$ cat src/rtl/core_ex_wbck.sv
// core_ex_wbck: write-back arbiter and pending-destination scoreboard.
// Two completion sources feed the register file write port. Load data from
// the LSU always wins over the single-cycle ALU. The write port is registered,
// so a result reaches it one cycle after its handshake. The scoreboard records
// long-latency destinations and answers RAW/WAW hazard queries for issue.
// A query also hits the destination that is sitting in the write-port
// register and has not reached the register file yet.
module core_ex_wbck #(
  parameter int XLEN    = 32,
  parameter int RFIDX_W = 5,
  parameter int RF_NUM  = 32
) (
  input  logic               clk,
  input  logic               rst_n,
  input  logic               alu_wbck_valid,
  output logic               alu_wbck_ready,
  input  logic               alu_wbck_en,
  input  logic [RFIDX_W-1:0] alu_wbck_idx,
  input  logic [XLEN-1:0]    alu_wbck_dat,
  input  logic               lsu_wbck_valid,
  output logic               lsu_wbck_ready,
  input  logic [RFIDX_W-1:0] lsu_wbck_idx,
  input  logic [XLEN-1:0]    lsu_wbck_dat,
  input  logic               lng_issue,
  input  logic [RFIDX_W-1:0] lng_issue_idx,
  input  logic [RFIDX_W-1:0] chk_src1_idx,
  input  logic [RFIDX_W-1:0] chk_src2_idx,
  input  logic [RFIDX_W-1:0] chk_dest_idx,
  output logic               chk_hazard,
  output logic [RF_NUM-1:0]  pend_vec,
  output logic               wb_dest_wen,
  output logic [RFIDX_W-1:0] wb_dest_idx,
  output logic [XLEN-1:0]    wb_dest_dat
);

  logic               lsu_hs_s;
  logic               alu_hs_s;
  logic               wen_r;
  logic [RFIDX_W-1:0] idx_r;
  logic [XLEN-1:0]    dat_r;
  logic [RF_NUM-1:0]  pend_r;
  logic [RF_NUM-1:0]  pend_nxt_s;
  logic               pend_hit_s;
  logic               wb_hit_s;

  // The LSU has fixed priority: it is always ready, and the ALU waits while load data is offered
  assign lsu_wbck_ready = 1'b1;
  assign alu_wbck_ready = ~lsu_wbck_valid;
  assign lsu_hs_s       = lsu_wbck_valid;
  assign alu_hs_s       = alu_wbck_valid & ~lsu_wbck_valid;

  // Write-port register: the winning handshake loads idx/dat, and wen drops when there is no handshake
  always_ff @(posedge clk or negedge rst_n) begin
    if (!rst_n) begin
      wen_r <= 1'b0;
      idx_r <= {RFIDX_W{1'b0}};
      dat_r <= {XLEN{1'b0}};
    end else if (lsu_hs_s) begin
      wen_r <= (lsu_wbck_idx != {RFIDX_W{1'b0}});
      idx_r <= lsu_wbck_idx;
      dat_r <= lsu_wbck_dat;
    end else if (alu_hs_s) begin
      wen_r <= alu_wbck_en & (alu_wbck_idx != {RFIDX_W{1'b0}});
      idx_r <= alu_wbck_idx;
      dat_r <= alu_wbck_dat;
    end else begin
      wen_r <= 1'b0;
      idx_r <= idx_r;
      dat_r <= dat_r;
    end
  end

  // Scoreboard next state: a new issue wins over a same-cycle load clear, and x0 is never pending
  always_comb begin
    pend_nxt_s = pend_r;
    for (int i = 1; i < RF_NUM; i++) begin
      if (lng_issue && (lng_issue_idx == RFIDX_W'(i))) begin
        pend_nxt_s[i] = 1'b1;
      end else if (lsu_hs_s && (lsu_wbck_idx == RFIDX_W'(i))) begin
        pend_nxt_s[i] = 1'b0;
      end else begin
        pend_nxt_s[i] = pend_r[i];
      end
    end
    pend_nxt_s[0] = 1'b0;
  end

  // Scoreboard register
  always_ff @(posedge clk or negedge rst_n) begin
    if (!rst_n) begin
      pend_r <= {RF_NUM{1'b0}};
    end else begin
      pend_r <= pend_nxt_s;
    end
  end

  // Hazard query: a pending long op, or a write that is still in the write-port register
  always_comb begin
    pend_hit_s = pend_r[chk_src1_idx] | pend_r[chk_src2_idx] | pend_r[chk_dest_idx];
    if (wen_r && (idx_r != {RFIDX_W{1'b0}})) begin
      wb_hit_s = (idx_r == chk_src1_idx) | (idx_r == chk_src2_idx) | (idx_r == chk_dest_idx);
    end else begin
      wb_hit_s = 1'b0;
    end
  end

  assign chk_hazard  = pend_hit_s | wb_hit_s;
  assign pend_vec    = pend_r;
  assign wb_dest_wen = wen_r;
  assign wb_dest_idx = idx_r;
  assign wb_dest_dat = dat_r;

endmodule

$ cat config.mk
export PLATFORM = sky130hd
export DESIGN_NAME = core_ex_wbck
export DESIGN_NICKNAME = d
export VERILOG_FILES = /design/src/rtl/core_ex_wbck.sv
export SDC_FILE = /design/constraint.sdc
export NUM_CORES = 1
export LEC_CHECK = 0
export CAP_MARGIN = 10
export CORE_ASPECT_RATIO = 1.25
export CORE_MARGIN = 2
export CORE_UTILIZATION = 47
export CTS_CLUSTER_DIAMETER = 40
export DETAILED_ROUTE_END_ITERATION = 7
export HOLD_SLACK_MARGIN = 0.1
export PLACE_DENSITY = 0.87
export SLEW_MARGIN = 10
export SYNTH_ARGS = -nofsm -noshare
export SYNTH_HDL_FRONTEND = slang
export SYNTH_SLANG_ARGS = --single-unit
$ cat constraint.sdc
create_clock -name clk -period 3.45 [get_ports clk]
set_input_delay 0.69 -clock clk [delete_from_list [all_inputs] [get_ports clk]]
set_output_delay 0.69 -clock clk [all_outputs]
set_load 0.01 [all_outputs]
==> impl_metrics.tcl <==
set metrics [dict create \
    status "finished clean" \
    final_cells 704 \
    clk-insertion-delay-late_ns 0.34 \
    ant_nets 0 \
    layout_commonest_cell "clkdlybuf4s50_1" \
    crit_buf_inv 3 \
    synthesis.instances 403 \
    grt_pass1_wl_mm 21.3 \
    synth_top_cells_by_area "dfrtp_1 (42%), o21ai_0 (12%), mux2i_1 (12%), mux4_2 (7.1%), nand2_1 (3.9%)" \
    postLayoutCoreUtil_pct 71.5 \
    n_antenna_cell 0 \
    cts_root_buf "clkbuf_8" \
    yosys.area.top_type "dfrtp_1" \
    ios 173 \
    clk_path_buf_depth 2 \
    wl_met1_mm 4.95 \
    finalClockSkew_ns 0 \
    io_buffer_count 170 \
    wire_per_inst_um 19.8 \
    die_area_sq_um 9520 \
    hp-class "primary input to async pin" \
    worstPathArrival_ns 2.66 \
    drt_first_pass_iters 5 \
    h-tree-depth 3 \
    hold_viol_final 0 \
    cts_buffers 9 \
    required_ns 2.76 \
    p_leak_uw 0.00254 \
    end_kind "output port" \
    dp_hpwl_mm 10.6 \
    met3_length_mm 1.12 \
    drive_above_1_share_pct 10.4 \
    grt_remaining_overflow 0 \
    row_count 38 \
    cap_violations 0 \
    via_per_inst 5.92 \
    ys_ff_latch 69 \
    synth_seq_area_share_pct 42.0 \
    synth_area_sq_um 4110 \
    drv_slew 0 \
    mostFrequentLayoutCells "clkdlybuf4s50_1 (165), o21ai_0 (99), dfrtp_1 (69)" \
    grt_max_degree 77 \
    wl_mm 14.0 \
    antenna_found_initial 0 \
    async_flop_share_pct 100 \
    critPathMaxStageDelay_ns 0.56 \
    cts_hold_buf 0 \
    slew-limit-headroom_pct 58.3 \
    syn_nets 503 \
    ys_warn_count 0 \
    synth_top_flop_cell "dfrtp_1" \
    cpMaxStageDelayCell "mux4_1" \
    vias 4165 \
    synthDistinctLibCells 40 \
    nets 680 \
    synth-edff-count 0 \
    coreArea_sq_um 8610 \
    area_growth_pct 49.7 \
    dp.cells 686 \
    met2_length_mm 7.36 \
    p_total_uw 2650 \
    crit_fanout 6 \
    first_global_vias 4236 \
    initial_core_util_pct 47.8 \
    power.density_nw_per_um2 430 \
    cts_sinks 69 \
    die_h_um 109 \
    synthDominantCellAreaShare_pct 42.0 \
    peakVddDrop_uv 286 \
    globalplace.congestion 0.942 \
    max_freq_mhz 299 \
    cp_cell_sequence "clkdlybuf4s50_1 > buf_4 > mux4_1 > nand2b_1 > o211ai_1 > and3_1 > nand4_1 > buf_2" \
    worstMarginPinSlew_ns 0.626 \
    fin_crit_sh_pct 97.1 \
    crit_family "buffers and inverters" \
    top_layer "met4" \
    cts_tree "done" \
    clkTransAtPathRegs_ns 0.07 \
    fin_crit_ns 3.35 \
    post-route-drc-count 0 \
    criticalPathCategory "primary input to output port" \
    setup_viol 0 \
    cp-start-kind "primary input" \
    die_x_um 87.7 \
    grt.total_usage_pct 29.7 \
    avgSynthCellArea_sq_um 10.2 \
    drt-initial-drc-count 290 \
]
==> timing repair <==
item                                    4_1_cts  5_1_grt
setup buffers                                 0        3
gates cloned                                  0        0
endpoints found under the setup margin        1        1
pin swaps                                     1        2
resized for setup                             5        3
==> flip-flops by register name, indices dropped and copies added (netlist names) <==
name,flops
wb_dest_wen,1
wb_dest_idx,5
pend_vec,31
wb_dest_dat,32
==> final cells by class <==
class	instances	area, sq um
Tap cell	120	150
Multi-Input combinational cell	304	2230
Inverter	5	18.8
Sequential cell	69	1730
Clock inverter	1	5.00
Clock buffer	14	173
Fill cell	620	2450
Timing Repair Buffer	191	1850
==> worst reg2reg max path: stages, from the launching register on <==
cell	delay, ns
dfrtp_1	0.46
o21ai_0	0.16
o21ai_0	0.16
==> cell usage after synthesis, types with 3 or more instances <==
library cell / instances
mux2_2: 3
nand2b_1: 12
nand4_1: 3
nor2_1: 6
mux4_2: 13
mux4_1: 5
inv_1: 5
nor3_1: 3
o21ai_0: 99
nand4b_1: 4
xor2_1: 9
xnor2_1: 6
nor2b_1: 3
a21oi_1: 6
o211ai_1: 4
mux2i_1: 49
or2_2: 4
buf_2: 6
dfrtp_1: 69
or3_1: 3
buf_6: 4
clkbuf_1: 10
nand3_1: 8
nand2_1: 43
buf_4: 3
==> logic make-up after synthesis <==
kind of cell	count (synthesis)	synth area share [%]
AOI/OAI and AO/OA	119	15.6
and+or+nand+nor	98	12.0
muxes	70	23.1
DFF	69	42.0
buffers and inverters	30	3.92
xor gates and xnor gates	15	3.19
other	2	0.183
==> per-layer routing <==
metal	global-route usage [%]	up-vias
met4	13.2	0
met5	0	-
met1	33.6	2012
li1	-	1845
met3	8.32	49
met2	51.6	259
==> metrics by stage <==
stage	TNS, ns	area [sq um]	setup slack, ns	hold WS (ns)
detailed placement	-0.283	5950	-0.283	0.559
global placement	-0.284	5950	-0.284	0.547
CTS	0	6140	0.00364	0.318
finish	0	6150	0.101	0.320
floorplan	0	4110	0.704	0.394
global route	-0.0312	6150	-0.0312	0.342
==> power breakdown <==
group	total [uW]	internal (uW)	leakage, uW	switching [uW]
Sequential	1130	935	0.000836	200
Clock	601	315	0.0000926	286
Combinational	909	541	0.00161	368
Total	2650	1790	0.00254	854
==> worst paths after layout <==
path                       slack, ns                          end                       start  cells after the start
setup / recovery                0.10                   chk_hazard             chk_src2_idx[0]                      8
hold / removal                  0.32     pend_vec[19]$_DFFE_PN0P_                       rst_n                      1
setup reg to reg                2.53     pend_vec[11]$_DFFE_PN0P_    pend_vec[11]$_DFFE_PN0P_                      2
hold reg to reg                 0.57   wb_dest_dat[7]$_DFFE_PN0P_  wb_dest_dat[7]$_DFFE_PN0P_                      2
max in group asynchronous       2.39  wb_dest_dat[31]$_DFFE_PN0P_                       rst_n                      2
min in group clk                0.57   wb_dest_dat[7]$_DFFE_PN0P_  wb_dest_dat[7]$_DFFE_PN0P_                      2
(Power assumes the default switching activity.)
